$ cat config.mk
export PLATFORM = sky130hd
export DESIGN_NAME = vga_plot_arbiter
export DESIGN_NICKNAME = d
export VERILOG_FILES = /design/src/rtl/vga_plot_arbiter.sv
export SDC_FILE = /design/constraint.sdc
export NUM_CORES = 1
export LEC_CHECK = 0
export BUFFER_PORTS_ARGS = -buffer_cell sky130_fd_sc_hd__buf_2
export CAP_MARGIN = 15
export CORE_MARGIN = 2
export CORE_UTILIZATION = 40
export CTS_BUF_LIST = sky130_fd_sc_hd__clkbuf_8
export CTS_CLUSTER_SIZE = 10
export DETAILED_ROUTE_END_ITERATION = 12
export PLACE_DENSITY = 0.74
export SLEW_MARGIN = 40
export SYNTH_ARGS = -nofsm -noshare
export SYNTH_HDL_FRONTEND = slang
export SYNTH_SLANG_ARGS = --single-unit
$ cat constraint.sdc
create_clock -name clock -period 5.8 [get_ports clock]
set_input_delay 0.58 -clock clock [delete_from_list [all_inputs] [get_ports clock]]
set_output_delay 0.58 -clock clock [all_outputs]
set_load 0.005 [all_outputs]
$ cat src/rtl/vga_plot_arbiter.sv
// Shares the vga_adapter pixel-write port between NUM_REQ requesters (round-robin)
// and runs a full-screen clear sweep. Optional macro: VGA_PLOT_ARBITER_BOUNDS_CHECK_EN.
module vga_plot_arbiter #(
    parameter int                  NUM_REQ      = 3,
    parameter int                  X_W          = 8,
    parameter int                  Y_W          = 7,
    parameter int                  COLOUR_W     = 3,
    parameter int                  X_MAX        = 159,
    parameter int                  Y_MAX        = 119,
    parameter logic [COLOUR_W-1:0] CLEAR_COLOUR = '0
) (
    input  logic                         clock,
    input  logic                         reset_n,
    input  logic                         clear_req,
    output logic                         clear_busy,
    input  logic [NUM_REQ-1:0]           req_valid,
    output logic [NUM_REQ-1:0]           req_ready,
    input  logic [NUM_REQ*X_W-1:0]       req_x,
    input  logic [NUM_REQ*Y_W-1:0]       req_y,
    input  logic [NUM_REQ*COLOUR_W-1:0]  req_colour,
    output logic                         plot,
    output logic [X_W-1:0]               out_x,
    output logic [Y_W-1:0]               out_y,
    output logic [COLOUR_W-1:0]          out_colour,
`ifdef VGA_PLOT_ARBITER_BOUNDS_CHECK_EN
    output logic                         oob_err,
`endif
    output logic [1:0]                   grant_id
);

    typedef enum logic [1:0] {
        IDLE  = 2'd0,
        SERVE = 2'd1,
        CLEAR = 2'd2
    } state_e;

    localparam logic [X_W-1:0] X_LAST   = X_W'(X_MAX);
    localparam logic [Y_W-1:0] Y_LAST   = Y_W'(Y_MAX);
    localparam logic [1:0]     LAST_REQ = 2'(NUM_REQ - 1);

    state_e                state_q, state_d;
    logic                  pending_q, pending_d;
    logic                  plot_q, plot_d;
    logic [X_W-1:0]        x_q, x_d;
    logic [Y_W-1:0]        y_q, y_d;
    logic [COLOUR_W-1:0]   colour_q, colour_d;
    logic [1:0]            gid_q, gid_d;
    logic [1:0]            ptr_q, ptr_d;
`ifdef VGA_PLOT_ARBITER_BOUNDS_CHECK_EN
    logic                  oob_q, oob_d;
`endif

    logic [2:0]            cand;
    logic                  win_found;
    logic [1:0]            win_idx;
    logic [X_W-1:0]        win_x;
    logic [Y_W-1:0]        win_y;
    logic [COLOUR_W-1:0]   win_colour;
    logic                  arb_en;
    logic                  accept;
    logic                  win_plots;

    // Round-robin search: first valid requester at or after the pointer.
    always_comb begin
        win_found = 1'b0;
        win_idx   = '0;
        cand      = '0;
        for (int k = 0; k < NUM_REQ; k++) begin
            cand = {1'b0, ptr_q} + 3'(k);
            if (cand >= 3'(NUM_REQ)) begin
                cand = cand - 3'(NUM_REQ);
            end
            if (!win_found && req_valid[cand[1:0]]) begin
                win_found = 1'b1;
                win_idx   = cand[1:0];
            end
        end
    end

    assign win_x      = req_x[win_idx*X_W +: X_W];
    assign win_y      = req_y[win_idx*Y_W +: Y_W];
    assign win_colour = req_colour[win_idx*COLOUR_W +: COLOUR_W];

    // Grants are withheld during reset, while a clear is pending and during the sweep.
    assign arb_en = reset_n && !pending_q && (state_q != CLEAR);
    assign accept = arb_en && win_found;

    always_comb begin
        req_ready = '0;
        if (accept) begin
            req_ready[win_idx] = 1'b1;
        end
    end

`ifdef VGA_PLOT_ARBITER_BOUNDS_CHECK_EN
    assign win_plots = (win_x <= X_LAST) && (win_y <= Y_LAST);
`else
    assign win_plots = 1'b1;
`endif

    assign clear_busy = pending_q || (state_q == CLEAR);

    always_comb begin
        state_d   = state_q;
        pending_d = pending_q;
        plot_d    = 1'b0;
        x_d       = x_q;
        y_d       = y_q;
        colour_d  = colour_q;
        gid_d     = gid_q;
        ptr_d     = ptr_q;
`ifdef VGA_PLOT_ARBITER_BOUNDS_CHECK_EN
        oob_d     = oob_q;
`endif

        if (clear_req && !clear_busy) begin
            pending_d = 1'b1;
        end

        case (state_q)
            IDLE, SERVE: begin
                if (accept) begin
                    state_d  = SERVE;
                    plot_d   = win_plots;
                    x_d      = win_x;
                    y_d      = win_y;
                    colour_d = win_colour;
                    gid_d    = win_idx;
                    ptr_d    = (win_idx == LAST_REQ) ? 2'd0 : win_idx + 2'd1;
`ifdef VGA_PLOT_ARBITER_BOUNDS_CHECK_EN
                    if (!win_plots) begin
                        oob_d = 1'b1;
                    end
`endif
                end else if (pending_q) begin
                    // Any accepted beat has already plotted; start the sweep at (0,0).
                    state_d   = CLEAR;
                    pending_d = 1'b0;
                    plot_d    = 1'b1;
                    x_d       = '0;
                    y_d       = '0;
                    colour_d  = CLEAR_COLOUR;
                end else begin
                    state_d = IDLE;
                end
            end
            CLEAR: begin
                plot_d = 1'b1;
                if (x_q == X_LAST) begin
                    x_d = '0;
                    if (y_q == Y_LAST) begin
                        state_d = IDLE;
                        plot_d  = 1'b0;
                    end else begin
                        y_d = y_q + 1'b1;
                    end
                end else begin
                    x_d = x_q + 1'b1;
                end
            end
            default: begin
                state_d = IDLE;
            end
        endcase
    end

    always_ff @(posedge clock) begin
        if (!reset_n) begin
            state_q   <= IDLE;
            pending_q <= 1'b0;
            plot_q    <= 1'b0;
            x_q       <= '0;
            y_q       <= '0;
            colour_q  <= '0;
            gid_q     <= '0;
            ptr_q     <= '0;
`ifdef VGA_PLOT_ARBITER_BOUNDS_CHECK_EN
            oob_q     <= 1'b0;
`endif
        end else begin
            state_q   <= state_d;
            pending_q <= pending_d;
            plot_q    <= plot_d;
            x_q       <= x_d;
            y_q       <= y_d;
            colour_q  <= colour_d;
            gid_q     <= gid_d;
            ptr_q     <= ptr_d;
`ifdef VGA_PLOT_ARBITER_BOUNDS_CHECK_EN
            oob_q     <= oob_d;
`endif
        end
    end

    assign plot       = plot_q;
    assign out_x      = x_q;
    assign out_y      = y_q;
    assign out_colour = colour_q;
    assign grant_id   = gid_q;
`ifdef VGA_PLOT_ARBITER_BOUNDS_CHECK_EN
    assign oob_err    = oob_q;
`endif

endmodule

# After elaboration in Yosys (flattened, before gate mapping)
# Index checks and enable logic that the tools add are counted.
[word_totals]
out_inout_bits = 25
input_bits = 60
ff_bits = 26
word_cells = 104
[op_classes]
multipliers = 2
n_eq_ne = 10
n_addsub = 8
magnitude_cmp = 8
n_mux = 44
shifts = 3
n_reduce_logical = 21
[op_table]
columns = ["op", "count"]
rows = [
  ["$mux 7", 4],
  ["$mux 8", 3],
  ["$shiftx 24x6->8", 1],
  ["$mux 2", 11],
  ["$shiftx 21x6->7", 1],
  ["$pmux 8 s2", 1],
  ["$mux 1", 15],
  ["$pmux 7 s2", 1],
  ["$lt 2x3->1 const B", 4],
  ["$mux 3", 3],
  ["$shiftx 9x5->3", 1],
  ["$add 8x1->8 const B", 1],
  ["$eq 8x8->1 const B", 1],
  ["$reduce_and 2->1", 4],
  ["$add 7x1->7 const B", 1],
  ["$eq 7x7->1 const B", 1],
  ["$logic_and 1x1->1", 7],
  ["$bmux 1 s2", 3],
  ["$ge 3x2->1 const B", 2],
  ["$sub 2x2->2 const B", 3],
  ["$mul 2x3->5 const B", 1],
  ["$eq 2x2->1 const B", 2],
  ["$logic_not 1->1", 4],
  ["$mul 2x2->4 const B", 1],
  ["17 further kinds", 20],
]

# Depth between registers and ports, before layout
# Gate-level depths: netlist of run 1.
[depth]
word_depth = 16
depth_mapped = 10
ltp_nobuf = 8

# Worst setup path before layout of run 1
# No wires, ideal clock.
[synth_timing]
path_type = "reg2out"
start = "register ptr_q[0]"
end = "output port req_ready[0]"
stages_incl_launch_ff = 9
path_slack_ps = 3139
t_arrival_ps = 2081
n_path_buf = 1
cell_sequence = "dfxtp_1 > inv_1 > ha_1 > buf_4 > and3b_1 > o21bai_1 > o31ai_1 > nand2b_1 > nor2_1"
[synth_via]
elab_chain_cells = 16
word_cells_on_any_way = 34
[synth_lines]
columns = ["item", "line_no", "source"]
rows = [
  ["from (decl)", "48", "logic [1:0] ptr_q, ptr_d;"],
  ["from (signal assigned)", "188", "ptr_q <= ptr_d;"],
  ["parallel branches: the longest is 15 deep, another holds $add 2x1->3", "-", ""],
  ["$mux 3 (*)", "90", "if (accept) begin"],
  ["to (decl)", "17", "output logic [NUM_REQ-1:0] req_ready,"],
]
# Every way passes the cells marked *. The select of a mux whose other input is x is not followed.

# Final worst setup path of run 1
# Ends and elaborated chain as after synthesis.

==> qor.yml, run 1 <==
yosysTopAreaCellShare_pct: 24.8
cts.repair.resized: 0
clkLatencyLatePin_ns: 0.27
holdCritStartpoint: "out_colour[2]"
finalSetupTns_ns: 0
p_sw_mw: 0.577
r2r_slack_ns: 2.75
critPathMaxFanout: 8
synth_xor_xnor_area_share_pct: 1.25
whs_path_depth: 2
final_core_util_pct: 51.6
syn_area_um2: 2100
nFillCells: 514
antenna_found_initial: 0
crit_arrival_ns: 2.81
yosysSeqAreaShare_pct: 24.8
dp_cells: 413
tightestPinTransition_ns: 0.819
p_clk_share_pct: 9.8
syn_area_per_cell_um2: 7.68
num_vias: 2412
synthAdderAreaFrac_pct: 3.58
cts_hold_buf: 0
synthFlopType: "dfxtp_1"
worstSetupPathType: "flip-flop to primary output"
reg2reg_depth: 8
regArea_um2: 520
maxSlewHeadroom_pct: 44.7
cts_tree: "built"
clock.fmax_ghz: 0.295
fp.dieW_um: 76.4
track_usage_pct: 21.4
r2r_start: "ptr_q[0]"
dieArea_um2: 5830
async_reset_ff_share_pct: 0
p_leak_nw: 1.17
syn_inst: 273
fin_area_um2: 2620
internal_power_mw: 0.640
synthMuxAreaShare_pct: 9.79
start_util_pct: 41.3
hold_path_end: "out_colour[2]"
wire_per_inst_um: 15.3
worst_clock_skew_ns: 0.00408
hpwl_um: 4860
numCtsBuffers: 3
n_antenna_cell: 0
clock_path_buffers: 2
ir_worst_vdd_v: 0.000183
postRouteAntennaNets: 0
synth_cell_type_count: 57
layout.nets: 414
die_h_um: 76.4
pin_count: 85
port_buffers: 84
yosys.area_share.simple_pct: 19.9
reg2reg_to: "out_y[4]"
setup_violations: 0
gp_congestion: 0.958
power.density_nw_per_um2: 465
endpoint_kind: "primary output"
min_period_ns: 3.39
startpoint_type: "flip-flop"
period_share_pct: 58.4
grt_pass1_vias: 2237
synth_area_leaders: "dfxtp_1 (25%), mux2i_1 (8.6%), nor2_1 (4.5%)"
dpl_cell_area_um2: 2550
cts.sinks: 26
swShare_pct: 47.4
hp-class: "flip-flop to flip-flop"
p_comb_share_pct: 62.5
area_growth_syn_to_layout_pct: 24.8
drtPass1Iterations: 5
postCtsSetupRepairBufs: 0
grt_max_degree: 24
rows: 26
drc: 0
status: "complete, no violations"
stdcell_count: 417
grt_overflow: 0
multi_input_area_um2: 1470
maxSlewViolCount: 0
cap_violations: 0
hold_violations: 0
rsz0062_at_grt: "no"
vias_per_cell: 5.78
synth_warnings: 0
clockRootBuffer: "clkbuf_8"
critPathRequiredTime_ns: 5.22
synth_compound_area_share_pct: 34.4
synth_edf_count: 0
clk_pin_slew_ns: 0.09
drive_above_1_share_pct: 29.1
fp.coreArea_um2: 5070
synth_top_family_by_area: "compound AO/OA/AOI/OAI gates"
yosysTopAreaCell: "dfxtp_1"
htree_levels: 1
grt_pass1_wl_um: 10400
drt-initial-drc-count: 132
power_frac_seq_pct: 27.7
syn_nets: 339
synth-seq-cells: 26
wl_um: 6360
==> cells by family (layout without fill, tap and decap cells) <==
group	Yosys count	after routing
simple gates	87	87
fa+ha+maj	6	6
flops	26	26
mux	20	20
xor+xnor	3	3
compound gates	101	101
buf+inv	30	104
==> final cells by class <==
cell class | count | area share [%]
clock buffers | 4 | 2.10
inverters | 14 | 2.01
flip-flops and latches | 26 | 19.9
multi-input cells | 217 | 56.0
repair buffers | 86 | 16.6
well taps | 70 | 3.35
==> stage by stage <==
stage                     hold slack, ns  worst slack [ns]  power [mW]
after floorplan                    0.463              3.14       0.867
after global placement             0.467              2.66        1.06
after detailed placement           0.465              2.48        1.09
after CTS                          0.483              2.18        1.21
after global routing               0.498              2.26        1.33
final                              0.478              2.41        1.22
==> worst max-delay path by stage <==
stage | from | end | depth (start not counted)
after floorplan | ptr_q[0] | req_ready[0] | 8
after global placement | ptr_q[0] | req_ready[0] | 8
after detailed placement | ptr_q[0] | req_ready[0] | 8
after CTS | ptr_q[0] | req_ready[0] | 8
after global routing | ptr_q[0] | req_ready[0] | 8
final | ptr_q[0] | req_ready[0] | 8
==> cells in the mapped netlist, drive strengths merged (2+ instances only) <==
| cell | n |
|---|---|
| o211ai | 6 |
| nor3 | 7 |
| o21ai | 20 |
| a32o | 2 |
| o22a | 2 |
| mux2i | 19 |
| o221a | 4 |
| nand3 | 9 |
| nor2b | 6 |
| xnor2 | 2 |
| clkbuf | 8 |
| nand2 | 20 |
| nand4 | 3 |
| o22ai | 7 |
| o21a | 4 |
| a221o | 2 |
| a211oi | 8 |
| inv | 14 |
| and2 | 3 |
| and3 | 2 |
| nand2b | 6 |
| buf | 8 |
| a31oi | 3 |
| dfxtp | 26 |
| a21o | 5 |
| a32oi | 3 |
| or2 | 2 |
| ha | 6 |
| a21oi | 15 |
| o211a | 2 |
| nor2 | 25 |
| o31ai | 2 |
| nand3b | 2 |
| o41ai | 2 |
| a221oi | 2 |
| a311o | 2 |
==> critical path, cell delays in order, from the launching register on <==
cell      delay, ns
dfxtp_1        0.38
inv_1          0.09
ha_1           0.43
mux2i_1        0.27
o22ai_1        0.25
o31ai_2        0.63
nand2b_1       0.27
nor2_1         0.06
buf_2          0.15
==> state kept, by name (all words and copies together) (netlist names) <==
name,count
pending_q,1
grant_id,2
state_q,2
out_colour,3
plot,1
out_x,8
ptr_q,2
out_y,7
==> cells in the final DEF, fill, tap and decap left out, drive strengths merged, types with 6 or more instances in the layout <==
master  instances
dfxtp          26
o22ai           7
mux2i          19
nand3           9
nor3            7
o21ai          20
a21oi          15
nor2b           6
nand2b          6
nor2           25
buf            86
o211ai          6
inv            14
a211oi          8
nand2          20
ha              6
==> power groups by stage <==
stage / sequential [mW] / combinational (mW) / clock, mW
after floorplan: 0.323 / 0.545 / 0
after global placement: 0.339 / 0.725 / 0
after detailed placement: 0.340 / 0.752 / 0
after CTS: 0.336 / 0.755 / 0.120
after global routing: 0.351 / 0.848 / 0.127
final: 0.337 / 0.760 / 0.119
==> per-layer routing <==
layer  GRT usage (%)  up-vias  routed length, µm
li1                -     1179                  -
met1            27.9     1110               2720
met2            37.0      111               3130
met3            2.84       12                413
met4            5.82        0                 99
met5               0        -                  0
Note: power is estimated with default switching activity, not from simulation.
==> run 2: changes to the inputs <==
--- a/config.mk
+++ b/config.mk
@@ -12,7 +12,7 @@
 export CTS_BUF_LIST = sky130_fd_sc_hd__clkbuf_8
 export CTS_CLUSTER_SIZE = 10
 export DETAILED_ROUTE_END_ITERATION = 12
-export PLACE_DENSITY = 0.74
+export PLACE_DENSITY = 0.77
 export SLEW_MARGIN = 40
 export SYNTH_ARGS = -nofsm -noshare
 export SYNTH_HDL_FRONTEND = slang
==> constraint.sdc (replaced) <==
create_clock -name clock -period 2.72 [get_ports clock]
set_input_delay 0.272 -clock clock [delete_from_list [all_inputs] [get_ports clock]]
set_output_delay 0.272 -clock clock [all_outputs]
set_load 0.005 [all_outputs]
==> run 2 against run 1 <==
  * Clock-buffer cell count fell by 1
  * Critical endpoint is now req_ready[1]
  * Combinational power rose by 140%
  * Routed wire length rose by 0.35%
  * Register-to-register slack got worse by 2.6 ns
==> qor.yml, run 2 (synthesis results as in run 1) <==
total_power_mw: 2.79
start_util_pct: 41.3
ir_worst_vdd_v: 0.000427
track_usage_pct: 21.1
clock.fmax_ghz: 0.388
hold_violations: 0
setup_violations: 0
final_cell_mix: "buf_2 (84), nor2_1 (25), dfxtp_1 (25), nand2_1 (20), o21ai_0 (18)"
die_h_um: 76.4
final_common_cell: "buf_2"
crit_arrival_ns: 2.31
layout.nets: 429
fin_area_um2: 2790
r2r_start: "ptr_q[1]"
final_core_util_pct: 55.1
port_buffers: 84
critPathMaxFanout: 8
worstSetupPathType: "flip-flop to primary output"
layout_setup_ws_ns: 0.140
p_leak_nw: 1.25
clock_path_buffers: 2
maxSlewHeadroom_pct: 71.4
numCtsBuffers: 3
cap_violations: 0
rows: 26
power.density_nw_per_um2: 997
vias_per_cell: 5.61
wl_um: 6380
htree_levels: 1
finalSetupTns_ns: 0
fp.dieW_um: 76.4
endpoint_kind: "primary output"
num_vias: 2420
grt_max_degree: 23
status: "complete, no violations"
fp.coreArea_um2: 5070
clkLatencyLatePin_ns: 0.27
clockRootBuffer: "clkbuf_8"
dieArea_um2: 5830
largest_reg_flops: 8
grt_pass1_wl_um: 10200
drc: 0
wire_per_inst_um: 14.8
drive_above_1_share_pct: 35.5
cts.sinks: 26
whs_ns: 0.236
critPathRequiredTime_ns: 2.45
grt_pass1_vias: 2292
area_growth_syn_to_layout_pct: 33.3
holdCritStartpoint: "clear_req"
drt-initial-drc-count: 157
period_share_pct: 94.8
startpoint: "ptr_q[0]"
cts_tree: "built"
stdcell_count: 431
hpwl_um: 4870
maxSlewViolCount: 0
postRouteAntennaNets: 0
dpl_cell_area_um2: 2650
n_antenna_cell: 0
grt_overflow: 0
clk_pin_slew_ns: 0.09
gp_congestion: 0.955
cts_hold_buf: 0
rsz0062_at_grt: "no"
pin_count: 85
tightestPinTransition_ns: 0.426
dp_cells: 426
min_period_ns: 2.58
hp-class: "primary input to flip-flop"
pre_cts_slack_ns: 0.0540
antenna_found_initial: 0
worst_clock_skew_ns: 0.00885
startpoint_type: "flip-flop"
nFillCells: 481
drtPass1Iterations: 4
[run 2: final timing paths]
check                        to  slack, ns  depth (start not counted)
hold / removal        pending_q       0.24                          3
setup / recovery   req_ready[1]       0.14                          9
setup reg to reg       out_x[6]       0.20                          8
hold reg to reg   out_colour[0]       0.48                          2
[run 2: critical path: stages, from the launching register on]
cell and delay [ns]:
dfxtp_2 0.38, inv_1 0.10, ha_4 0.29, and3b_2 0.25, o21bai_2 0.24, o31ai_2 0.26, buf_4 0.17, nor2_1 0.05
and2_1 0.18, buf_2 0.12
[run 2: cell type report]
cell class	instances	area [µm²]	share of cell area, %
Sequential cell	26	522	18.7
Clock buffer	3	41.3	1.48
Multi-Input combinational cell	217	1540	55.2
Tap cell	70	87.6	3.13
Timing Repair Buffer	101	548	19.6
Inverter	14	52.6	1.88
[run 2: power breakdown]
part           switching (mW)  internal, mW
sequential              0.179         0.534
combinational           0.977         0.876
clock                   0.121        0.0994
total                    1.28          1.51
[run 2: timing repair]
action / in CTS / in global routing
setup buffers: 0 / 2
gates cloned: 0 / 0
pin swaps: 0 / 1
gates resized for setup: 4 / 15
endpoints found under the setup margin: 2 / 6
[run 2: routing by layer]
| layer | track usage, % | wire length (µm) |
|---|---|---|
| met4 | 4.55 | 84 |
| met2 | 38.1 | 3140 |
| met3 | 4.74 | 490 |
| met1 | 25.6 | 2670 |
| met5 | 0 | 0 |
==> run 3: changes to the inputs <==
--- a/config.mk
+++ b/config.mk
@@ -12,7 +12,7 @@
 export CTS_BUF_LIST = sky130_fd_sc_hd__clkbuf_8
 export CTS_CLUSTER_SIZE = 10
 export DETAILED_ROUTE_END_ITERATION = 12
-export PLACE_DENSITY = 0.77
+export PLACE_DENSITY = 0.74
 export SLEW_MARGIN = 40
 export SYNTH_ARGS = -nofsm -noshare
 export SYNTH_HDL_FRONTEND = slang
==> constraint.sdc (replaced) <==
create_clock -name clock -period 3 [get_ports clock]
set_input_delay 0.3 -clock clock [delete_from_list [all_inputs] [get_ports clock]]
set_output_delay 0.3 -clock clock [all_outputs]
set_load 0.005 [all_outputs]
==> run 3 against run 2 <==
  * Setup slack lost 0.0071 ns
  * Cell area is 3.6% lower
  * Clock-buffer cell count unchanged
  * Clock skew decreased by 0.0016 ns
  * Non-clock buffer count is 4 lower
  * Global-route usage fell by 0.075 points
  * Critical endpoint is now req_ready[0]
  * First-iteration DRC count fell by 7.0%
  * Register-to-register slack hardly changed
  * Hold slack improved by 0.036 ns
  * Core utilization is 2.0 points lower
  * Via count shrank 1.8%
  * Sequential power fell by 9.1%
==> qor.yml, run 3 (synthesis results as in run 1) <==
drc: 0
final_common_cell: "buf_2"
drt-initial-drc-count: 146
grt_pass1_wl_um: 10300
layout.nets: 425
final_cell_mix: "buf_2 (84), dfxtp_1 (26), nor2_1 (25), nand2_1 (20)"
maxSlewViolCount: 0
area_growth_syn_to_layout_pct: 28.5
largest_reg_flops: 8
r2r_slack_ns: 0.19
numCtsBuffers: 3
antenna_found_initial: 0
start_util_pct: 41.3
reg2reg_depth: 9
p_leak_nw: 1.22
wire_per_inst_um: 14.5
reg2reg_to: "out_y[4]"
critPathRequiredTime_ns: 2.70
wl_um: 6190
hold_violations: 0
drtPass1Iterations: 4
r2r_start: "ptr_q[0]"
rsz0062_at_grt: "yes"
n_antenna_cell: 0
clk_pin_slew_ns: 0.09
fp.coreArea_um2: 5070
grt_overflow: 0
cts_hold_buf: 0
tightestPinTransition_ns: 0.600
dieArea_um2: 5830
maxSlewHeadroom_pct: 60.0
hpwl_um: 4840
clock_path_buffers: 2
nFillCells: 504
cts_tree: "built"
critPathMaxFanout: 8
cap_violations: 0
vias_per_cell: 5.56
holdCritStartpoint: "clear_req"
crit_arrival_ns: 2.57
min_period_ns: 2.87
gp_congestion: 0.966
drive_above_1_share_pct: 31.4
dp_cells: 424
hold_path_end: "pending_q"
track_usage_pct: 21.1
grt_max_degree: 23
num_vias: 2376
clkLatencyLatePin_ns: 0.27
postCtsSetupRepairBufs: 0
ir_worst_vdd_v: 0.000477
die_h_um: 76.4
pin_count: 85
port_buffers: 84
rows: 26
endpoint_kind: "primary output"
power.density_nw_per_um2: 887
status: "complete, no violations"
htree_levels: 1
hp-class: "primary input to flip-flop"
grt_pass1_vias: 2296
slowest_stage: "o31ai_4"
setup_violations: 0
fp.dieW_um: 76.4
clock.fmax_ghz: 0.349
cp_slowest_stage_delay_ns: 0.42
worstSetupPathType: "flip-flop to primary output"
period_share_pct: 95.6
total_power_mw: 2.39
worst_clock_skew_ns: 0.00727
startpoint_type: "flip-flop"
stdcell_count: 427
whs_path_depth: 3
postRouteAntennaNets: 0
clockRootBuffer: "clkbuf_8"
cts.sinks: 26
cp_cell_sequence: "inv_1, ha_1, and3b_1, o21bai_1, o31ai_4, nand2b_1, nor2_1, buf_2"
startpoint: "ptr_q[0]"
## run 3: area by class of cell
class | count | area (µm²) | share of cell area, %
Tap cell | 70 | 87.6 | 3.25
Clock buffer | 3 | 41.3 | 1.53
Inverter | 14 | 52.6 | 1.95
Multi-Input combinational cell | 217 | 1470 | 54.7
Sequential cell | 26 | 520 | 19.3
Timing Repair Buffer | 97 | 518 | 19.2
## run 3: worst max-delay path by stage
stage               slack, ns            to
finish                   0.13  req_ready[0]
global route            -0.01  req_ready[1]
CTS                      0.05  req_ready[0]
detailed placement       0.16  req_ready[0]
global placement         0.24  req_ready[0]
floorplan                0.50      out_y[4]
## run 3: metrics by stage
| step | cell area (µm²) | TNS (ns) | utilization, % | hold slack (ns) | setup WS, ns |
|---|---|---|---|---|---|
| 6_report | 2690 | 0 | 53.1 | 0.271 | 0.133 |
| 3_5_place_dp | 2630 | 0 | 51.8 | 0.470 | 0.160 |
| 3_3_place_gp | 2630 | 0 | 51.8 | 0.466 | 0.241 |
| 5_1_grt | 2690 | -0.0216 | 53.1 | 0.317 | -0.0118 |
| 4_1_cts | 2680 | 0 | 52.7 | 0.256 | 0.0530 |
| 2_1_floorplan | 2100 | 0 | - | 0.441 | 0.502 |
## run 3: critical path, delay by kind of cell (launching register included)
kind,cells,cell delay (ns)
AO/OA/AOI/OAI,2,0.70
adder cells (fa/ha/maj),1,0.40
buffers and inverters,2,0.22
flip-flops,1,0.37
AND/OR/NAND/NOR,3,0.61
## run 3: timing repair
action	in CTS	in global routing
gates resized for setup	1	3
pin swaps	0	0
setup endpoints to repair	2	2
## run 3: where the power goes
part	switching [mW]	total [mW]	internal (mW)
Sequential	0.164	0.647	0.483
Combinational	0.850	1.54	0.695
Clock	0.106	0.196	0.0901
Total	1.12	2.39	1.27
## run 3: routing by layer
| layer | vias up | share of wire (%) | track usage (%) | wire length [µm] |
|---|---|---|---|---|
| met5 | - | 0 | 0 | 0 |
| met1 | 1065 | 44 | 25.3 | 2710 |
| met4 | 0 | 2.0 | 6.55 | 123 |
| met2 | 87 | 48 | 37.0 | 2960 |
| li1 | 1208 | - | - | - |
| met3 | 16 | 6.3 | 4.98 | 393 |
